File: config.mk
export PLATFORM = sky130hd
export DESIGN_NAME = clock_ctrl
export DESIGN_NICKNAME = d
export VERILOG_FILES = /design/src/rtl/clock_pkg.sv /design/src/rtl/bcd_counter.sv /design/src/rtl/clock_ctrl.sv
export SDC_FILE = /design/constraint.sdc
export NUM_CORES = 1
export LEC_CHECK = 0
export ABC_AREA = 0
export BUFFER_PORTS_ARGS = -buffer_cell sky130_fd_sc_hd__buf_2
export CAP_MARGIN = 30
export CORE_MARGIN = 2
export CORE_UTILIZATION = 29
export DETAILED_ROUTE_END_ITERATION = 8
export PLACE_DENSITY = 0.54
export SETUP_SLACK_MARGIN = 0.05
export SLEW_MARGIN = 20
export SYNTH_ARGS = -nofsm -noshare
export SYNTH_HDL_FRONTEND = slang
export SYNTH_SLANG_ARGS = --single-unit
export TNS_END_PERCENT = 50
File: constraint.sdc
create_clock -name clk -period 4.45 [get_ports clk]
set_input_delay 1.335 -clock clk [delete_from_list [all_inputs] [get_ports clk]]
set_output_delay 1.335 -clock clk [all_outputs]
set_load 0.02 [all_outputs]
File: src/rtl/clock_pkg.sv
// clock_pkg: shared types and constants for the six-digit clock core.
//   state_e     : set-mode FSM states (RUN, SET_HOUR, SET_MIN)
//   FIELD_*     : set_field output encodings
//   *_MAX       : BCD wrap limits for seconds, minutes and hours
//   BLINK_*     : blink_mask patterns for the field being edited
//   field_of()  : maps an FSM state to its set_field encoding
package clock_pkg;

  typedef enum logic [1:0] {
    ST_RUN      = 2'd0,
    ST_SET_HOUR = 2'd1,
    ST_SET_MIN  = 2'd2
  } state_e;

  localparam logic [1:0] FIELD_RUN      = 2'd0;
  localparam logic [1:0] FIELD_SET_HOUR = 2'd1;
  localparam logic [1:0] FIELD_SET_MIN  = 2'd2;

  localparam logic [7:0] SEC_MAX  = 8'h59;
  localparam logic [7:0] MIN_MAX  = 8'h59;
  localparam logic [7:0] HOUR_MAX = 8'h23;

  localparam logic [5:0] BLINK_HOUR = 6'b110000;
  localparam logic [5:0] BLINK_MIN  = 6'b001100;

  function automatic logic [1:0] field_of(input state_e s);
    logic [1:0] f;
    f = FIELD_RUN;
    case (s)
      ST_SET_HOUR: f = FIELD_SET_HOUR;
      ST_SET_MIN:  f = FIELD_SET_MIN;
      default:     f = FIELD_RUN;
    endcase
    return f;
  endfunction

endpackage

File: src/rtl/bcd_counter.sv
// bcd_counter: two-digit BCD counter that wraps between 00 and MAX_BCD.
//   clk, rstn : clock, asynchronous active-low reset (value -> 00)
//   inc       : step up one, wrapping MAX_BCD -> 00
//   dec       : step down one, wrapping 00 -> MAX_BCD
//   clr       : force 00 (highest priority)
//   value     : {tens, ones} BCD
//   carry     : high in the cycle an inc wraps MAX_BCD -> 00
module bcd_counter
  import clock_pkg::*;
#(
  parameter logic [7:0] MAX_BCD = SEC_MAX
) (
  input  logic       clk,
  input  logic       rstn,
  input  logic       inc,
  input  logic       dec,
  input  logic       clr,
  output logic [7:0] value,
  output logic       carry
);

  logic [7:0] value_q, value_d;
  logic       at_max;

  assign at_max = (value_q == MAX_BCD);
  assign carry  = inc & at_max & ~clr;
  assign value  = value_q;

  // Digits are stepped directly in BCD; the ones digit borrows or carries
  // into the tens digit, and the whole pair wraps at the field limit.
  always_comb begin
    value_d = value_q;
    if (clr) begin
      value_d = 8'h00;
    end else if (inc) begin
      if (at_max)
        value_d = 8'h00;
      else if (value_q[3:0] == 4'd9)
        value_d = {value_q[7:4] + 4'd1, 4'd0};
      else
        value_d = {value_q[7:4], value_q[3:0] + 4'd1};
    end else if (dec) begin
      if (value_q == 8'h00)
        value_d = MAX_BCD;
      else if (value_q[3:0] == 4'd0)
        value_d = {value_q[7:4] - 4'd1, 4'd9};
      else
        value_d = {value_q[7:4], value_q[3:0] - 4'd1};
    end
  end

  always_ff @(posedge clk or negedge rstn) begin
    if (!rstn) value_q <= 8'h00;
    else       value_q <= value_d;
  end

endmodule

File: src/rtl/clock_ctrl.sv
// clock_ctrl: timekeeping core for the six-digit 7-segment clock.
// Prescaler, HH:MM:SS BCD counters, set-mode FSM, blink mask and chime.
// Build option: define CLOCK_12H_EN for 12-hour display (hour_bcd 01..12
// plus pm flag); otherwise hour_bcd is 00..23 and pm is tied low.
//   clk, rstn         : clock, asynchronous active-low reset
//   key_mode_p        : advance RUN -> SET_HOUR -> SET_MIN -> RUN
//   key_inc_p/dec_p   : step the selected field (SET states only)
//   sec/min/hour_bcd  : BCD time digits
//   pm                : afternoon flag (12-hour build only)
//   set_field         : 0 RUN, 1 SET_HOUR, 2 SET_MIN
//   blink_mask        : 1 blanks a digit, bit0 sec ones .. bit5 hour tens
//   tick_1hz          : one-cycle pulse with each new running second
//   chime             : high for CHIME_SEC seconds from the top of the hour
module clock_ctrl
  import clock_pkg::*;
#(
  parameter int CLK_HZ    = 50_000_000,
  parameter int CHIME_SEC = 4
) (
  input  logic       clk,
  input  logic       rstn,
  input  logic       key_mode_p,
  input  logic       key_inc_p,
  input  logic       key_dec_p,
  output logic [7:0] sec_bcd,
  output logic [7:0] min_bcd,
  output logic [7:0] hour_bcd,
  output logic       pm,
  output logic [1:0] set_field,
  output logic [5:0] blink_mask,
  output logic       tick_1hz,
  output logic       chime
);

  localparam int               PRE_W      = (CLK_HZ > 1) ? $clog2(CLK_HZ) : 1;
  localparam logic [PRE_W-1:0] PRE_MAX    = PRE_W'(CLK_HZ - 1);
  localparam logic [PRE_W-1:0] PRE_HALF   = PRE_W'(CLK_HZ / 2);
  localparam logic [5:0]       CHIME_LOAD = 6'(CHIME_SEC);

  state_e           state_q, state_d;
  logic [PRE_W-1:0] pre_q, pre_d;
  logic             tick_q, tick_d;
  logic [5:0]       blink_q, blink_d;
  logic             chime_q, chime_d;
  logic [5:0]       chime_cnt_q, chime_cnt_d;

  logic       inc_ok, dec_ok;
  logic       in_run, in_set_hour, in_set_min;
  logic       sec_step, leave_set, enter_set, new_hour;
  logic [7:0] sec_val, min_val, hour_val;
  logic       sec_carry, min_carry, hour_wrap_unused;

  // A step key counts only when it is alone: mode overrides it and
  // inc+dec together cancel.
  assign inc_ok = key_inc_p & ~key_dec_p & ~key_mode_p;
  assign dec_ok = key_dec_p & ~key_inc_p & ~key_mode_p;

  assign in_run      = (state_q == ST_RUN);
  assign in_set_hour = (state_q == ST_SET_HOUR);
  assign in_set_min  = (state_q == ST_SET_MIN);

  assign sec_step  = in_run & (pre_q == PRE_MAX);
  assign leave_set = in_set_min & key_mode_p;
  assign enter_set = in_run & key_mode_p;
  // Seconds and minutes both wrapping on a running step means MM:SS -> 00:00.
  assign new_hour  = sec_step & sec_carry & min_carry;

  bcd_counter #(.MAX_BCD(SEC_MAX)) u_sec (
    .clk   (clk),
    .rstn  (rstn),
    .inc   (sec_step),
    .dec   (1'b0),
    .clr   (leave_set),
    .value (sec_val),
    .carry (sec_carry)
  );

  bcd_counter #(.MAX_BCD(MIN_MAX)) u_min (
    .clk   (clk),
    .rstn  (rstn),
    .inc   ((sec_step & sec_carry) | (in_set_min & inc_ok)),
    .dec   (in_set_min & dec_ok),
    .clr   (1'b0),
    .value (min_val),
    .carry (min_carry)
  );

  bcd_counter #(.MAX_BCD(HOUR_MAX)) u_hour (
    .clk   (clk),
    .rstn  (rstn),
    .inc   (new_hour | (in_set_hour & inc_ok)),
    .dec   (in_set_hour & dec_ok),
    .clr   (1'b0),
    .value (hour_val),
    .carry (hour_wrap_unused)
  );

  always_comb begin
    state_d = state_q;
    if (key_mode_p) begin
      case (state_q)
        ST_RUN:      state_d = ST_SET_HOUR;
        ST_SET_HOUR: state_d = ST_SET_MIN;
        default:     state_d = ST_RUN;
      endcase
    end
  end

  // The prescaler free-runs in every state so the blink phase keeps
  // going while editing; leaving SET_MIN restarts the second cleanly.
  always_comb begin
    pre_d = pre_q + PRE_W'(1);
    if (leave_set || pre_q == PRE_MAX)
      pre_d = '0;
  end

  always_comb begin
    tick_d  = sec_step;
    blink_d = 6'b000000;
    if (pre_q >= PRE_HALF) begin
      if (in_set_hour)     blink_d = BLINK_HOUR;
      else if (in_set_min) blink_d = BLINK_MIN;
    end
  end

  // The chime counts remaining seconds; the clearing happens on the
  // CHIME_SEC-th second step after the one that started it, so it stays
  // high for exactly CHIME_SEC seconds.
  always_comb begin
    chime_d     = chime_q;
    chime_cnt_d = chime_cnt_q;
    if (enter_set) begin
      chime_d     = 1'b0;
      chime_cnt_d = 6'd0;
    end else if (new_hour) begin
      chime_d     = 1'b1;
      chime_cnt_d = CHIME_LOAD;
    end else if (sec_step && chime_q) begin
      if (chime_cnt_q <= 6'd1) begin
        chime_d     = 1'b0;
        chime_cnt_d = 6'd0;
      end else begin
        chime_cnt_d = chime_cnt_q - 6'd1;
      end
    end
  end

  always_ff @(posedge clk or negedge rstn) begin
    if (!rstn) begin
      state_q     <= ST_RUN;
      pre_q       <= '0;
      tick_q      <= 1'b0;
      blink_q     <= 6'b000000;
      chime_q     <= 1'b0;
      chime_cnt_q <= 6'd0;
    end else begin
      state_q     <= state_d;
      pre_q       <= pre_d;
      tick_q      <= tick_d;
      blink_q     <= blink_d;
      chime_q     <= chime_d;
      chime_cnt_q <= chime_cnt_d;
    end
  end

  assign sec_bcd    = sec_val;
  assign min_bcd    = min_val;
  assign set_field  = field_of(state_q);
  assign blink_mask = blink_q;
  assign tick_1hz   = tick_q;
  assign chime      = chime_q;

`ifdef CLOCK_12H_EN
  // 24h -> 12h done digit-wise: 13..19 drop the tens and subtract 2 from
  // the ones; 20..21 become 08..09; 22..23 become 10..11.
  always_comb begin
    hour_bcd = hour_val;
    pm       = 1'b0;
    if (hour_val == 8'h00) begin
      hour_bcd = 8'h12;
    end else if (hour_val == 8'h12) begin
      pm = 1'b1;
    end else if (hour_val[7:4] == 4'd1 && hour_val[3:0] >= 4'd3) begin
      hour_bcd = {4'd0, hour_val[3:0] - 4'd2};
      pm       = 1'b1;
    end else if (hour_val[7:4] == 4'd2) begin
      pm = 1'b1;
      if (hour_val[3:0] < 4'd2)
        hour_bcd = {4'd0, hour_val[3:0] + 4'd8};
      else
        hour_bcd = {4'd1, hour_val[3:0] - 4'd2};
    end
  end
`else
  assign hour_bcd = hour_val;
  assign pm       = 1'b0;
`endif

endmodule

==> impl_metrics.tcl <==
set metrics [dict create \
    multiInputGateArea_um2 2260 \
    fin_setup_tns_ps 0 \
    grt_pass1_wl_um 15600 \
    die_y_um 122 \
    hold_class "reg2reg" \
    register_area_um2 1550 \
    grt_use_total 0.131 \
    syn-instance-count 449 \
    slew_viol_final 0 \
    cts_tree "done" \
    finalCritPeriodShare 0.659 \
    fillers 1423 \
    cts_htree_levels 3 \
    gp_congestion 0.866 \
    tightest_slew_ps 869 \
    postSynthAreaPerCell_um2 8.98 \
    synth_ff_type "dfrtp_1" \
    cts_setup_buffers 0 \
    synth-edff-count 0 \
    endpoint_kind "flop" \
    ys_seq_area_frac 0.385 \
    rrSetupSlack_ps 1890 \
    grt-ovfl-total 0 \
    crit_buf_inv 1 \
    antenna_found_initial 0 \
    worstHoldPathCells 1 \
    crit_type "in2reg" \
    required_ps 4660 \
    drive_gt1_frac 0.170 \
    p_leak_uw 0.00213 \
    clkSinkCount 62 \
    post-route-util 0.338 \
    min_period_ps 2930 \
    clockBufferDepth 2 \
    clkTransAtPathRegs_ps 50 \
    critical_path_cell_count 7 \
    status "complete, no violations" \
    setup_violations 0 \
    reg2regPathDepth 7 \
    grt_pass1_vias 3219 \
    drc 0 \
    vias 3334 \
    maxCapViolCount 0 \
    viasPerCell 5.03 \
    p_per_area_nw_per_um2 508 \
    hold_viol 0 \
    max_stage_delay_ps 480 \
    regToRegEndpoint "u_sec.value[7]" \
    io_buffers 36 \
    firstDrtPassIters 4 \
    timing.rr.start "pre_q[0]" \
    clock_skew_ps 6.41 \
    die_w_um 122 \
    dpl.hpwl_um 6740 \
    ys_types 74 \
    peakVddDrop_uv 250 \
    post_cts_resized 0 \
    fmax_mhz 341 \
    ant_nets 0 \
    total_power_uw 2360 \
    clock-root-buffer "clkbuf_16" \
    startpoint "key_mode_p" \
    routed_wl_um 9280 \
    clk_latency_ps 330 \
    initial_utilization 0.294 \
    worstSetupStartpointType "input pin" \
    yosysWarnings 0 \
    rows 43 \
    initialDrtViolationCount 252 \
    slew-limit-headroom 0.413 \
    syn_area_um2 4030 \
    antenna_cells 0 \
    crit_arrival_ps 3150 \
    syn_to_final_growth_pct 15.2 \
    grt_max_degree 41 \
    core_um2 13700 \
    num_io_pins 40 \
    async_flop_share 1.00 \
    wl_per_cell_um 14.0 \
    numCtsBuffers 9 \
    slowest_stage "nor2_1" \
    hold_start "pre_q[0]" \
    cp_top_family "simple AND/OR/NAND/NOR gates" \
    cts_hold_buf 0 \
    holdPathEnd "pre_q[0]" \
    rsz0062_at_grt "no" \
    dieArea_um2 14900 \
    cp_max_fo 10 \
    fin_nets 505 \
    synth_seq_cells 62 \
    path_cells "buf_2 > and3b_1 > nand3b_4 > nor4_4 > nor2_1 > o21ai_1 > a221o_1" \
]
## registers in the layout, summed over array words and instances (netlist names)
register      cells
state_q           2
blink_mask        2
u_sec.value       8
chime             1
tick_1hz          1
chime_cnt_q       6
u_hour.value      8
u_min.value       8
pre_q            26
## layout make-up
class,count,share of cell area
clock buffer,11,0.0544
multi-input combinational,345,0.488
tap,180,0.0485
inverter,24,0.0194
clock inverter,4,0.0151
sequential,62,0.334
timing repair buffer,37,0.0404
## Yosys cell counts (all sizes together) (3+ instances only)
| library cell | count | area share |
|---|---|---|
| mux2i | 4 | 0.0099 |
| or3 | 13 | 0.021 |
| and3b | 3 | 0.0068 |
| and4bb | 3 | 0.0093 |
| nor2 | 48 | 0.045 |
| nor3 | 23 | 0.029 |
| inv | 24 | 0.022 |
| and2 | 6 | 0.0093 |
| nand2b | 4 | 0.0062 |
| a211oi | 4 | 0.0075 |
| xor2 | 11 | 0.024 |
| o41ai | 3 | 0.0065 |
| buf | 13 | 0.020 |
| o31ai | 4 | 0.0075 |
| dfrtp | 62 | 0.38 |
| nand2 | 43 | 0.040 |
| nand4 | 7 | 0.016 |
| nor3b | 5 | 0.0093 |
| a211o | 4 | 0.0087 |
| or2 | 7 | 0.011 |
| and3 | 5 | 0.0081 |
| ha | 21 | 0.065 |
| xnor2 | 11 | 0.024 |
| a31oi | 3 | 0.0047 |
| nor4 | 6 | 0.020 |
| o21ai | 25 | 0.031 |
| nand3b | 3 | 0.0087 |
| clkbuf | 7 | 0.012 |
| or4 | 3 | 0.0065 |
| a21oi | 22 | 0.029 |
| nand3 | 19 | 0.024 |
## worst max path at each step
stage | slack, ps | to
after detailed placement | 1190 | u_hour.value[2]
after global placement | 1240 | u_hour.value[2]
final | 1520 | u_hour.value[2]
after global routing | 1330 | u_hour.value[2]
after CTS | 1540 | u_hour.value[2]
after floorplan | 1290 | u_min.value[2]
## cells by family (layout without fill, tap and decap cells)
kind of cell | count (synthesis) | in the layout | synth area share
AND/OR/NAND/NOR | 207 | 207 | 0.289
AO/OA/AOI/OAI | 87 | 87 | 0.144
flip-flops | 62 | 62 | 0.385
buffers and inverters | 44 | 76 | 0.0550
XOR/XNOR | 22 | 22 | 0.0478
adder cells (fa/ha/maj) | 21 | 21 | 0.0652
multiplexers | 5 | 5 | 0.0127
other | 1 | 3 | 0.000930
## where the power goes
part	internal (uW)	leakage [uW]	switching (uW)
clock	515	0.000161	252
combinational	292	0.00113	465
sequential	665	0.000837	169
## metrics by stage
step,worst slack [ps],hold slack [ps],area [um2],std cells
4_1_cts,1540,512,4640,663
6_report,1520,513,4640,663
5_1_grt,1330,537,4640,663
3_5_place_dp,1190,505,4320,648
3_3_place_gp,1240,487,4320,648
2_1_floorplan,1290,456,4040,451
## placed cells by master, fill, tap and decap left out, drive strengths merged, types with 5 or more instances in the layout
master  Yosys  final
buf        13     37
or2         7      7
clkbuf      7     11
or3        13     13
inv        24     24
nor2       48     48
nor4        6      6
dfrtp      62     62
ha         21     21
and3        5      5
nand4       7      7
nor3       23     23
xor2       11     11
and2        6      6
a21oi      22     22
xnor2      11     11
nand2      43     43
o21ai      25     25
nand3      19     19
nor3b       5      5
## metal layers
layer / GRT usage / share of wire / up-vias
li1: - / - / 1648
met1: 0.171 / 0.48 / 1618
met2: 0.207 / 0.47 / 57
met3: 0.0342 / 0.041 / 11
met4: 0.0539 / 0.0094 / 0
met5: 0 / 0 / -
(Power assumes the default switching activity.)
